<file path="src/rtl/fetch_ctrl.sv">
// Instruction fetch controller: sequential PC generation, synchronous-read memory
// interface, one-entry skid buffer toward decode, redirect and misalignment handling.
module fetch_ctrl #(
  parameter logic [31:0] RESET_PC = 32'h0000_0000,
  parameter int unsigned ADDR_W   = 10
) (
  input  logic              clk_i,
  input  logic              rst_i,
  output logic              mem_en_o,
  output logic [ADDR_W-1:0] mem_addr_o,
  input  logic [31:0]       mem_rdata_i,
  input  logic              redirect_i,
  input  logic [31:0]       redirect_pc_i,
  input  logic              id_ready_i,
  output logic              instr_valid_o,
  output logic [31:0]       instr_o,
  output logic [31:0]       instr_pc_o,
  output logic              misaligned_o
);

  localparam logic [31:0] NOP = 32'h0000_0013;

  typedef enum logic [1:0] {S_BOOT, S_RUN, S_HOLD, S_HALT} state_e;

  state_e      state_q, state_d;
  logic [31:0] next_pc_q, next_pc_d;
  logic        rsp_valid_q, rsp_valid_d;
  logic [31:0] rsp_pc_q, rsp_pc_d;
  logic        skid_valid_q, skid_valid_d;
  logic [31:0] skid_instr_q, skid_instr_d;
  logic [31:0] skid_pc_q, skid_pc_d;
  logic        mis_q, mis_d;

  logic        issue;
  logic [31:0] fetch_pc;
  logic        out_valid;
  logic [31:0] out_instr;
  logic [31:0] out_pc;

  always_ff @(posedge clk_i) begin
    if (rst_i) begin
      state_q      <= S_BOOT;
      next_pc_q    <= RESET_PC;
      rsp_valid_q  <= 1'b0;
      rsp_pc_q     <= '0;
      skid_valid_q <= 1'b0;
      skid_instr_q <= '0;
      skid_pc_q    <= '0;
      mis_q        <= 1'b0;
    end else begin
      state_q      <= state_d;
      next_pc_q    <= next_pc_d;
      rsp_valid_q  <= rsp_valid_d;
      rsp_pc_q     <= rsp_pc_d;
      skid_valid_q <= skid_valid_d;
      skid_instr_q <= skid_instr_d;
      skid_pc_q    <= skid_pc_d;
      mis_q        <= mis_d;
    end
  end

  always_comb begin
    state_d      = state_q;
    next_pc_d    = next_pc_q;
    rsp_valid_d  = rsp_valid_q;
    rsp_pc_d     = rsp_pc_q;
    skid_valid_d = skid_valid_q;
    skid_instr_d = skid_instr_q;
    skid_pc_d    = skid_pc_q;
    mis_d        = 1'b0;
    issue        = 1'b0;
    fetch_pc     = redirect_i ? redirect_pc_i : next_pc_q;

    // The skid always wins over the live memory response.
    out_valid = 1'b0;
    out_instr = NOP;
    out_pc    = '0;
    if (skid_valid_q) begin
      out_valid = 1'b1;
      out_instr = skid_instr_q;
      out_pc    = skid_pc_q;
    end else if (rsp_valid_q) begin
      out_valid = 1'b1;
      out_instr = mem_rdata_i;
      out_pc    = rsp_pc_q;
    end

    if (redirect_i) begin
      rsp_valid_d  = 1'b0;
      skid_valid_d = 1'b0;
      if (redirect_pc_i[1:0] == 2'b00) begin
        issue   = 1'b1;
        state_d = S_RUN;
      end else begin
        mis_d   = 1'b1;
        state_d = S_HALT;
      end
    end else begin
      unique case (state_q)
        S_BOOT: state_d = S_RUN;
        S_RUN: begin
          // The response cannot be replayed from memory, so park it in the skid.
          if (rsp_valid_q && !id_ready_i) begin
            skid_valid_d = 1'b1;
            skid_instr_d = mem_rdata_i;
            skid_pc_d    = rsp_pc_q;
            rsp_valid_d  = 1'b0;
            state_d      = S_HOLD;
          end else begin
            issue = 1'b1;
          end
        end
        S_HOLD: begin
          if (id_ready_i) begin
            skid_valid_d = 1'b0;
            issue        = 1'b1;
            state_d      = S_RUN;
          end
        end
        S_HALT: ;
        default: state_d = S_BOOT;
      endcase
    end

    if (issue) begin
      rsp_valid_d = 1'b1;
      rsp_pc_d    = fetch_pc;
      next_pc_d   = fetch_pc + 32'd4;
    end

    mem_en_o      = issue && !rst_i;
    mem_addr_o    = mem_en_o ? fetch_pc[ADDR_W+1:2] : '0;
    instr_valid_o = out_valid && !redirect_i && !rst_i;
    instr_o       = instr_valid_o ? out_instr : NOP;
    instr_pc_o    = instr_valid_o ? out_pc : '0;
    misaligned_o  = mis_q && !rst_i;
  end

endmodule

</file>
<file path="config.mk">
export PLATFORM = sky130hd
export DESIGN_NAME = fetch_ctrl
export DESIGN_NICKNAME = d
export VERILOG_FILES = /design/src/rtl/fetch_ctrl.sv
export SDC_FILE = /design/constraint.sdc
export NUM_CORES = 1
export LEC_CHECK = 0
export BUFFER_PORTS_ARGS = -buffer_cell sky130_fd_sc_hd__clkbuf_2
export CAP_MARGIN = 30
export CORE_UTILIZATION = 60
export CTS_CLUSTER_SIZE = 8
export DETAILED_ROUTE_END_ITERATION = 8
export PLACE_DENSITY = 0.86
export SLEW_MARGIN = 10
export SYNTH_ARGS = -nofsm -noshare
export SYNTH_HDL_FRONTEND = slang
export SYNTH_SLANG_ARGS = --single-unit
</file>
<file path="constraint.sdc">
create_clock -name clk_i -period 6.77 [get_ports clk_i]
set_input_delay 1.0155 -clock clk_i [delete_from_list [all_inputs] [get_ports clk_i]]
set_output_delay 1.0155 -clock clk_i [all_outputs]
set_load 0.01 [all_outputs]
</file>
After elaboration in Yosys (flattened, before gate mapping)
Index checks and enable logic that the tools add are counted.
- output and inout bits: 77
- ROM bits: 0
- bits in writable memories: 0
- logic and storage cells: 64
- bits of input ports: 68
- register bits: 133
- bits in latches: 0
- memories kept: 0
- shifts and indexed selects: 0
- bitwise gates (word level): 1
- div/mod/pow operators: 0
- order comparisons: 0
- multiplexer cells: 28
- reduce and logical (&&, ||, !) cells: 20
- $mul: 0
- add/subtract/negate cells: 1
- eq/ne operators: 6
- operator list (cell ; count):
    2-to-1 mux 32 bit ; 7
    adder 32 x 3 -> 32 bit (second input constant) ; 1
    2-to-1 mux 1 bit ; 13
    2-to-1 mux 10 bit ; 1
    AND reduction 3 bit ; 3
    2-to-1 mux 2 bit ; 4
    != test 3 bit (second input constant) ; 2
    case mux 2 bit (3 select lines) ; 1
    nonzero test 3 bit ; 2
    logical AND 1 bit ; 5
    zero test 2 bit ; 2
    != test 2 bit (second input constant) ; 2
    case mux 1 bit (2 select lines) ; 2
    nonzero test 4 bit ; 1
    OR reduction 2 bit ; 2
    zero test 1 bit ; 3
    == test 2 x 1 -> 1 bit (second input constant) ; 1
    == test 2 bit (second input constant) ; 1
    AND reduction 2 bit ; 1
    nonzero test 2 bit ; 1
    NOT 1 bit ; 1

Depth between registers and ports, before layout
Gate-level depths: netlist of run 1.
- depth after elaboration: 7
- mapped depth: 14
- mapped depth without buffers: 8

Worst setup path after synthesis of run 1
No wires, ideal clock.
- kind: input to register
- start: in redirect_i
- end: reg next_pc_q[16]
- data arrival time: 4.130 ns
- slack: 2.560 ns
- path buffers: 6
- required time: 6.689 ns
- cell stages on the path: 14
- library setup time: 0.081 ns
- cells stage by stage: buf_6 > buf_4 > buf_2 > buf_2 > clkbuf_1 > clkbuf_1 > mux2i_1 > inv_1 > ha_1 > inv_1 > a2111oi_2 > nand2_1 > or3_1 > a41oi_1
- cells in the longest elaborated chain, start to end: 2
- elaborated cells between the ends (all ways): 3
- those cells by class: add/sub (1); mux (2)
- RTL lines (what ; line ; text):
    start, declared ; 12 ; input logic redirect_i,
    2-to-1 mux 32 bit ; 72 ; fetch_pc = redirect_i ? redirect_pc_i : next_pc_q;
    named net fetch_pc[3] ; 35 ; logic [31:0] fetch_pc;
    adder 32 x 3 -> 32 bit ; 128 ; next_pc_d = fetch_pc + 32'd4;
    end signal, assigned ; 52 ; next_pc_q <= next_pc_d;
    end, declared ; 26 ; logic [31:0] next_pc_q, next_pc_d;
The timed path passes the listed nets, and every way through them passes these cells.
A chain may end at the register's enable or synchronous reset.

Final worst setup path of run 1
- start: in redirect_i
- end: out mem_addr_o[0]
- cells in the longest elaborated chain, start to end: 3
- elaborated cells between the ends (all ways): 4
- those cells by class: mux (3); reduce/logical (1)
- RTL lines (what ; line ; text):
    2-to-1 mux 1 bit ; 88 ; if (redirect_i) begin
    logical AND 1 bit ; 131 ; mem_en_o = issue && !rst_i;
    2-to-1 mux 10 bit (*) ; 132 ; mem_addr_o = mem_en_o ? fetch_pc[ADDR_W+1:2] : '0;
    end, declared ; 10 ; output logic [ADDR_W-1:0] mem_addr_o,
Every way passes the cells marked *; elsewhere a longest branch is shown, timed or not.

==> results of run 1 <==
[power by group through the flow]
stage	registers [mW]	clock network, mW	logic [mW]
after CTS	0.833	0.960	0.239
after detailed placement	0.848	0	0.235
after global placement	0.847	0	0.230
final	0.833	0.958	0.245
after floorplan	0.840	0	0.168
after global routing	0.836	1.00	0.268
[metal layers]
layer  global-route usage, %  vias up
met1                    42.5     3473
met5                       0        -
met3                    5.63       45
li1                        -     3673
met2                    48.5      346
met4                    12.6        0
[kinds of logic (layout without fill, tap and decap cells)]
group	count (synthesis)	in the layout	share of synthesized area, %
AO/OA/AOI/OAI	268	268	23.7
adder cells (fa/ha/maj)	6	6	1.05
buffers and inverters	89	199	5.13
AND/OR/NAND/NOR	453	453	28.9
flip-flops	131	131	36.8
multiplexers	30	30	4.32
XOR/XNOR	1	1	0.123
[area by class of cell]
cell class                      count  share of cell area, %
Clock buffer                       21                   5.45
Clock inverter                     11                   1.87
Inverter                           10                  0.444
Multi-Input combinational cell    758                   49.0
Sequential cell                   131                   31.1
Tap cell                          143                   2.12
Timing Repair Buffer              157                   9.99
[final timing paths]
kind                   endpoint  depth (start not counted)  slack [ns]           from
hold reg to reg   skid_pc_q[19]                          2        0.45  skid_pc_q[19]
setup / recovery  mem_addr_o[0]                          6        2.50     redirect_i
setup reg to reg  next_pc_q[24]                          8        4.02     state_q[0]
hold / removal    skid_pc_q[19]                          2        0.45  skid_pc_q[19]
[state kept, by name, indices dropped and copies added, names as in the netlist]
| signal | cells |
|---|---|
| skid_valid_q | 1 |
| rsp_valid_q | 1 |
| mis_q | 1 |
| next_pc_q | 32 |
| skid_instr_q | 32 |
| rsp_pc_q | 30 |
| state_q | 2 |
| skid_pc_q | 32 |
[cell usage after synthesis (all sizes together) (3+ instances only)]
master   instances  share of area [%]
nand2b           3               0.26
o311ai           4               0.49
nand4b           5               0.83
or4              3               0.32
a21oi          120                8.4
and3             8               0.70
nand4           17                1.6
inv              9               0.47
nor2b           11               0.97
mux2i           24                3.4
clkbuf          60                3.2
nand3b          11                1.3
nand2          197                 10
o211ai           7               0.74
buf             19                1.4
a31oi           10               0.88
mux2             6               0.95
a211oi          34                3.6
nand3           28                2.3
and4             4               0.49
a22oi           40                4.2
or3              5               0.44
nor3            12               0.84
o2111ai          5               0.61
o21ai           26                1.8
ha               6                1.1
nor2           140                7.4
nor4             3               0.35
dfxtp          131                 37
[critical path: cells and delay by family]
| kind | cells | cell delay, ns |
|---|---|---|
| buffers and inverters | 3 | 1.26 |
| and+or+nand+nor | 2 | 0.80 |
| AOI/OAI and AO/OA | 1 | 0.13 |
[metrics by stage]
step	area (um^2)	worst slack [ns]	hold slack, ns
6_report	8450	2.50	0.453
5_1_grt	8450	2.34	0.471
4_1_cts	8420	2.54	0.454
3_5_place_dp	7800	2.52	0.446
3_3_place_gp	7790	2.57	0.442
2_1_floorplan	7120	2.56	0.436
==> impl_metrics.json, run 1 <==
{
  "ys_warn_count": 0,
  "status": "finished with violations",
  "clock-sinks": 131,
  "cts_inserted_buffers": 17,
  "crit_path_start_kind": "input port",
  "violations": "DRC",
  "drive_gt1_share_pct": 19.1,
  "grt_max_degree": 99,
  "stdcell_count": 1231,
  "place_hpwl_um": 12000,
  "register_area_mm2": 0.00263,
  "cp_cell_sequence": "buf_4, or3b_2, o211ai_1, buf_4, and3_1, clkbuf_2",
  "skew_ns": 0.00448,
  "met1_length_um": 8670,
  "multiInputGateArea_mm2": 0.00414,
  "period_share_pct": 63.1,
  "p_sw_mw": 0.518,
  "powerDensity_mw_per_mm2": 241,
  "p_leak_nw": 3.20,
  "cts_buffer_depth": 2,
  "synth_area_mm2": 0.00712,
  "combPwrFrac_pct": 12.0,
  "ys_ff_latch": 131,
  "drtPass1Iterations": 7,
  "max_stage_delay_ns": 0.73,
  "layout_commonest_cell": "nand2_1",
  "fmax_mhz": 234,
  "crit_path_end_kind": "output pin",
  "cp_max_fo": 92,
  "insertion_delay_ns": 0.42,
  "grt_overflow": 0,
  "cts_resized": 0,
  "grt_pass1_vias": 6442,
  "rows": 39,
  "grt_antenna_before_repair": 0,
  "track_usage_pct": 31.1,
  "relSlewSlack_pct": 38.7,
  "cts_hold_buf": 0,
  "clockRootBuffer": "clkbuf_16",
  "clkPwrFrac_pct": 47.1,
  "drt_iter0_drc": 874,
  "syn2layout_area_growth_pct": 18.6,
  "ant_nets": 0,
  "cts_setup_buffers": 0,
  "routed.top_layer": "met4",
  "vias_per_cell": 6.12,
  "synthArstFlopShare_pct": 0,
  "required_ns": 5.75,
  "setup_viol": 0,
  "critical_path_class": "input port to output pin",
  "avgSynthCellArea_um2": 7.28,
  "final_cell_mix": "196 x nand2_1, 142 x clkbuf_2, 140 x nor2_1, 130 x dfxtp_1, 120 x a21oi_1",
  "route.detailed.drc": 34,
  "core_area_mm2": 0.0115,
  "diodes": 0,
  "synth_edf_count": 0,
  "met3WireLength_um": 1310,
  "dp_cells": 1198,
  "hold_viol_final": 0,
  "start_util_pct": 61.9,
  "power_frac_seq_pct": 40.9,
  "h-tree-depth": 4,
  "switching_share_pct": 25.4,
  "slowest_stage": "buf_4",
  "portBuffers": 144,
  "fillers": 936,
  "peakVddDrop_mv": 0.140,
  "die_x_um": 111,
  "cts_tree": "done",
  "grt_pass1_wl_um": 31300,
  "maxSlewViolCount": 0,
  "final.min_clock_period_ns": 4.27,
  "p_int_mw": 1.52,
  "crit_top_cell": "buf_4",
  "dieArea_mm2": 0.0123,
  "die_h_um": 111,
  "final_core_util_pct": 73.3,
  "fin_nets": 1149,
  "postRouteWirelength_um": 19200,
  "drv_cap": 0,
  "gp_congestion": 0.902,
  "worstPathArrival_ns": 3.26,
  "min_path_type": "flip-flop to flip-flop",
  "synth_seq_area_share_pct": 36.8,
  "syn-num-nets": 1052,
  "fin_setup_tns_ns": 0,
  "pin_count": 145,
  "p_total_mw": 2.04,
  "wl_per_cell_um": 15.6,
  "worstMarginPinSlew_ns": 0.920,
  "wl_met2_um": 8790,
  "dr_total_vias": 7537,
  "syn_inst": 978,
  "synthFlopType": "dfxtp_1",
  "rsz0062_at_grt": "no",
  "synth.distinct_cells": 64,
  "clk_pin_slew_ns": 0.05
}
Power figures use the tool's default switching activity.
==> inputs of run 2 (changes only) <==
ABC_AREA = 1   (was not set)
CORE_UTILIZATION = 50   (was 60)
PLACE_DENSITY = 0.77   (was 0.86)
clock period = 3.8 ns   (was 6.77 ns; I/O delays follow)
==> run 2 against run 1 <==
Against the previous run: the run now ends clean; first-iteration DRC count is 31% lower; critical endpoint is now instr_pc_o[18]; largest power group unchanged; power is 79% higher; combinational power is 110% higher; sequential share of layout area is 0.69 points higher; clock-buffer cell count is 1 higher; global-route usage is 4.8 points lower; via count is 3.6% lower.
==> impl_metrics.json, run 2 <==
{
  "status": "finished clean",
  "grt_max_degree": 70,
  "stdcell_count": 1397,
  "gp_congestion": 0.899,
  "yosysMostFrequentCell": "nand2_1",
  "post_dp_cell_area_mm2": 0.00766,
  "insertion_delay_ns": 0.41,
  "place_hpwl_um": 12400,
  "dieArea_mm2": 0.0143,
  "synthArstFlopShare_pct": 0,
  "cts_inserted_buffers": 17,
  "start_util_pct": 51.8,
  "postRouteWirelength_um": 18400,
  "cts_tree": "done",
  "syn2layout_area_growth_pct": 19.4,
  "route.detailed.drc": 0,
  "rows": 42,
  "die_x_um": 120,
  "clk_pin_slew_ns": 0.05,
  "rsz0062_at_grt": "no",
  "design_area_mm2": 0.00826,
  "critical_path_class": "flip-flop to output pin",
  "syn_inst": 1102,
  "setup_viol": 0,
  "crit_path_start_kind": "flip-flop",
  "final_core_util_pct": 61.8,
  "portBuffers": 144,
  "synthFlopType": "dfxtp_1",
  "crit_path_end_kind": "output pin",
  "fin_setup_tns_ns": 0,
  "relSlewSlack_pct": 52.3,
  "cts_hold_buf": 0,
  "ys_ff_latch": 131,
  "clock-sinks": 131,
  "die_h_um": 120,
  "worstPathArrival_ns": 2.40,
  "syn-num-nets": 1176,
  "synth_top_cells_by_area": "dfxtp_1 38%, nand2_1 18%, nor2_1 10%",
  "drive_gt1_share_pct": 18.6,
  "track_usage_pct": 26.3,
  "grt_pass1_vias": 6640,
  "diodes": 0,
  "min_path_type": "input port to flip-flop",
  "synth_edf_count": 0,
  "drv_cap": 0,
  "synth_area_mm2": 0.00691,
  "synth_largest_area_cell": "dfxtp_1",
  "p_leak_nw": 3.54,
  "rrSetupSlack_ns": 1.48,
  "h-tree-depth": 4,
  "fin_nets": 1284,
  "peakVddDrop_mv": 0.285,
  "multiInputGateArea_mm2": 0.00373,
  "drt_iter0_drc": 602,
  "globalRouteMet1Util_pct": 35.2,
  "cp_max_fo": 66,
  "hold_ws_ns": 0.422,
  "wl_per_cell_um": 13.2,
  "skew_ns": 0.00587,
  "required_ns": 3.23,
  "cts_setup_buffers": 0,
  "drtPass1Iterations": 5,
  "dp_cells": 1367,
  "fmax_mhz": 337,
  "grt_overflow": 0,
  "hold_viol_final": 0,
  "pin_count": 145,
  "synth.distinct_cells": 33,
  "use_met2_pct": 42.1,
  "period_share_pct": 78.1,
  "top_regs": "next_pc_q (32), skid_instr_q (32), skid_pc_q (32)",
  "maxSlewViolCount": 0,
  "register_area_mm2": 0.00262,
  "clockRootBuffer": "clkbuf_16",
  "cts_resized": 0,
  "busiest_layer": "met2",
  "worstMarginPinSlew_ns": 0.715,
  "final_cell_mix": "325 x nand2_1, 188 x nor2_1, 144 x clkbuf_2, 130 x dfxtp_1, 112 x o21ai_0",
  "synthTopCellsByCount": "325 x nand2_1, 189 x nor2_1, 131 x dfxtp_1, 112 x o21ai_0, 99 x a21oi_1",
  "ys_warn_count": 0,
  "cts_buffer_depth": 2,
  "avgSynthCellArea_um2": 6.27,
  "final.min_clock_period_ns": 2.97,
  "grt_antenna_before_repair": 0,
  "layout_commonest_cell": "nand2_1",
  "dr_total_vias": 7265,
  "powerDensity_mw_per_mm2": 442,
  "synth_top_area_share_pct": 37.9,
  "core_area_mm2": 0.0133,
  "fillers": 1306,
  "synth_seq_area_share_pct": 37.9,
  "gr-usage-met3_pct": 4.71,
  "grt_pass1_wl_um": 30600,
  "ant_nets": 0,
  "vias_per_cell": 5.20
}
-- run 2: changes by cell type in the layout (fill, tap and decap cells not counted), sizes merged, moves of 11 or more --
cell / previous run / this run
nand2: 197 / 345
o21ai: 26 / 115
nor2: 140 / 202
inv: 9 / 65
a22oi: 40 / 0
a211oi: 34 / 1
mux2i: 24 / 0
nand3: 28 / 51
a21oi: 120 / 100
nand4: 17 / 1
nor2b: 11 / 0
-- run 2: layer usage --
| metal | vias to the layer above | part of all wire (%) |
|---|---|---|
| met4 | 0 | 2.0 |
| met1 | 3269 | 47 |
| met2 | 245 | 45 |
| li1 | 3723 | - |
| met3 | 28 | 5.6 |
| met5 | - | 0 |
-- run 2: worst paths after layout --
kind,from,endpoint,depth (start not counted)
hold reg to reg,next_pc_q[0],next_pc_q[0],2
setup / recovery,skid_valid_q,instr_pc_o[18],6
setup reg to reg,state_q[1],next_pc_q[29],13
hold / removal,mem_rdata_i[24],skid_instr_q[24],3
-- run 2: through the flow --
step | power (mW) | setup slack, ns
2_1_floorplan | 1.89 | 1.45
3_5_place_dp | 2.04 | 1.04
4_1_cts | 3.67 | 0.830
3_3_place_gp | 2.03 | 0.921
5_1_grt | 3.81 | 0.712
6_report | 3.65 | 0.833
-- run 2: worst max-delay path, stage by stage, from the launching register on --
cell and delay [ns]:
dfxtp_2 0.31, buf_4 0.33, nor2_4 0.54, buf_12 0.28, nand2_1 0.08, a21oi_1 0.23, clkbuf_2 0.18
-- run 2: layout make-up --
class / count / share of cell area [%]
Sequential cell: 131 / 31.8
Timing Repair Buffer: 154 / 10.1
Multi-Input combinational cell: 840 / 45.2
Clock inverter: 8 / 1.23
Tap cell: 176 / 2.67
Inverter: 66 / 3.06
Clock buffer: 22 / 5.99
-- run 2: cell families (layout without fill, tap and decap cells) --
family / count (synthesis) / in the layout / share of synthesized area [%]
adders and majority gates: 6 / 6 / 1.09
and+or+nand+nor: 610 / 610 / 36.0
DFF: 131 / 131 / 37.9
buffers and inverters: 131 / 250 / 8.20
AOI/OAI and AO/OA: 217 / 217 / 15.8
xor gates and xnor gates: 7 / 7 / 0.887
-- run 2: power breakdown --
group          switching [mW]  total, mW  internal (mW)
Clock                   0.583       1.63           1.04
Combinational           0.349      0.513          0.164
Sequential             0.0516       1.51           1.46
Total                   0.983       3.65           2.67
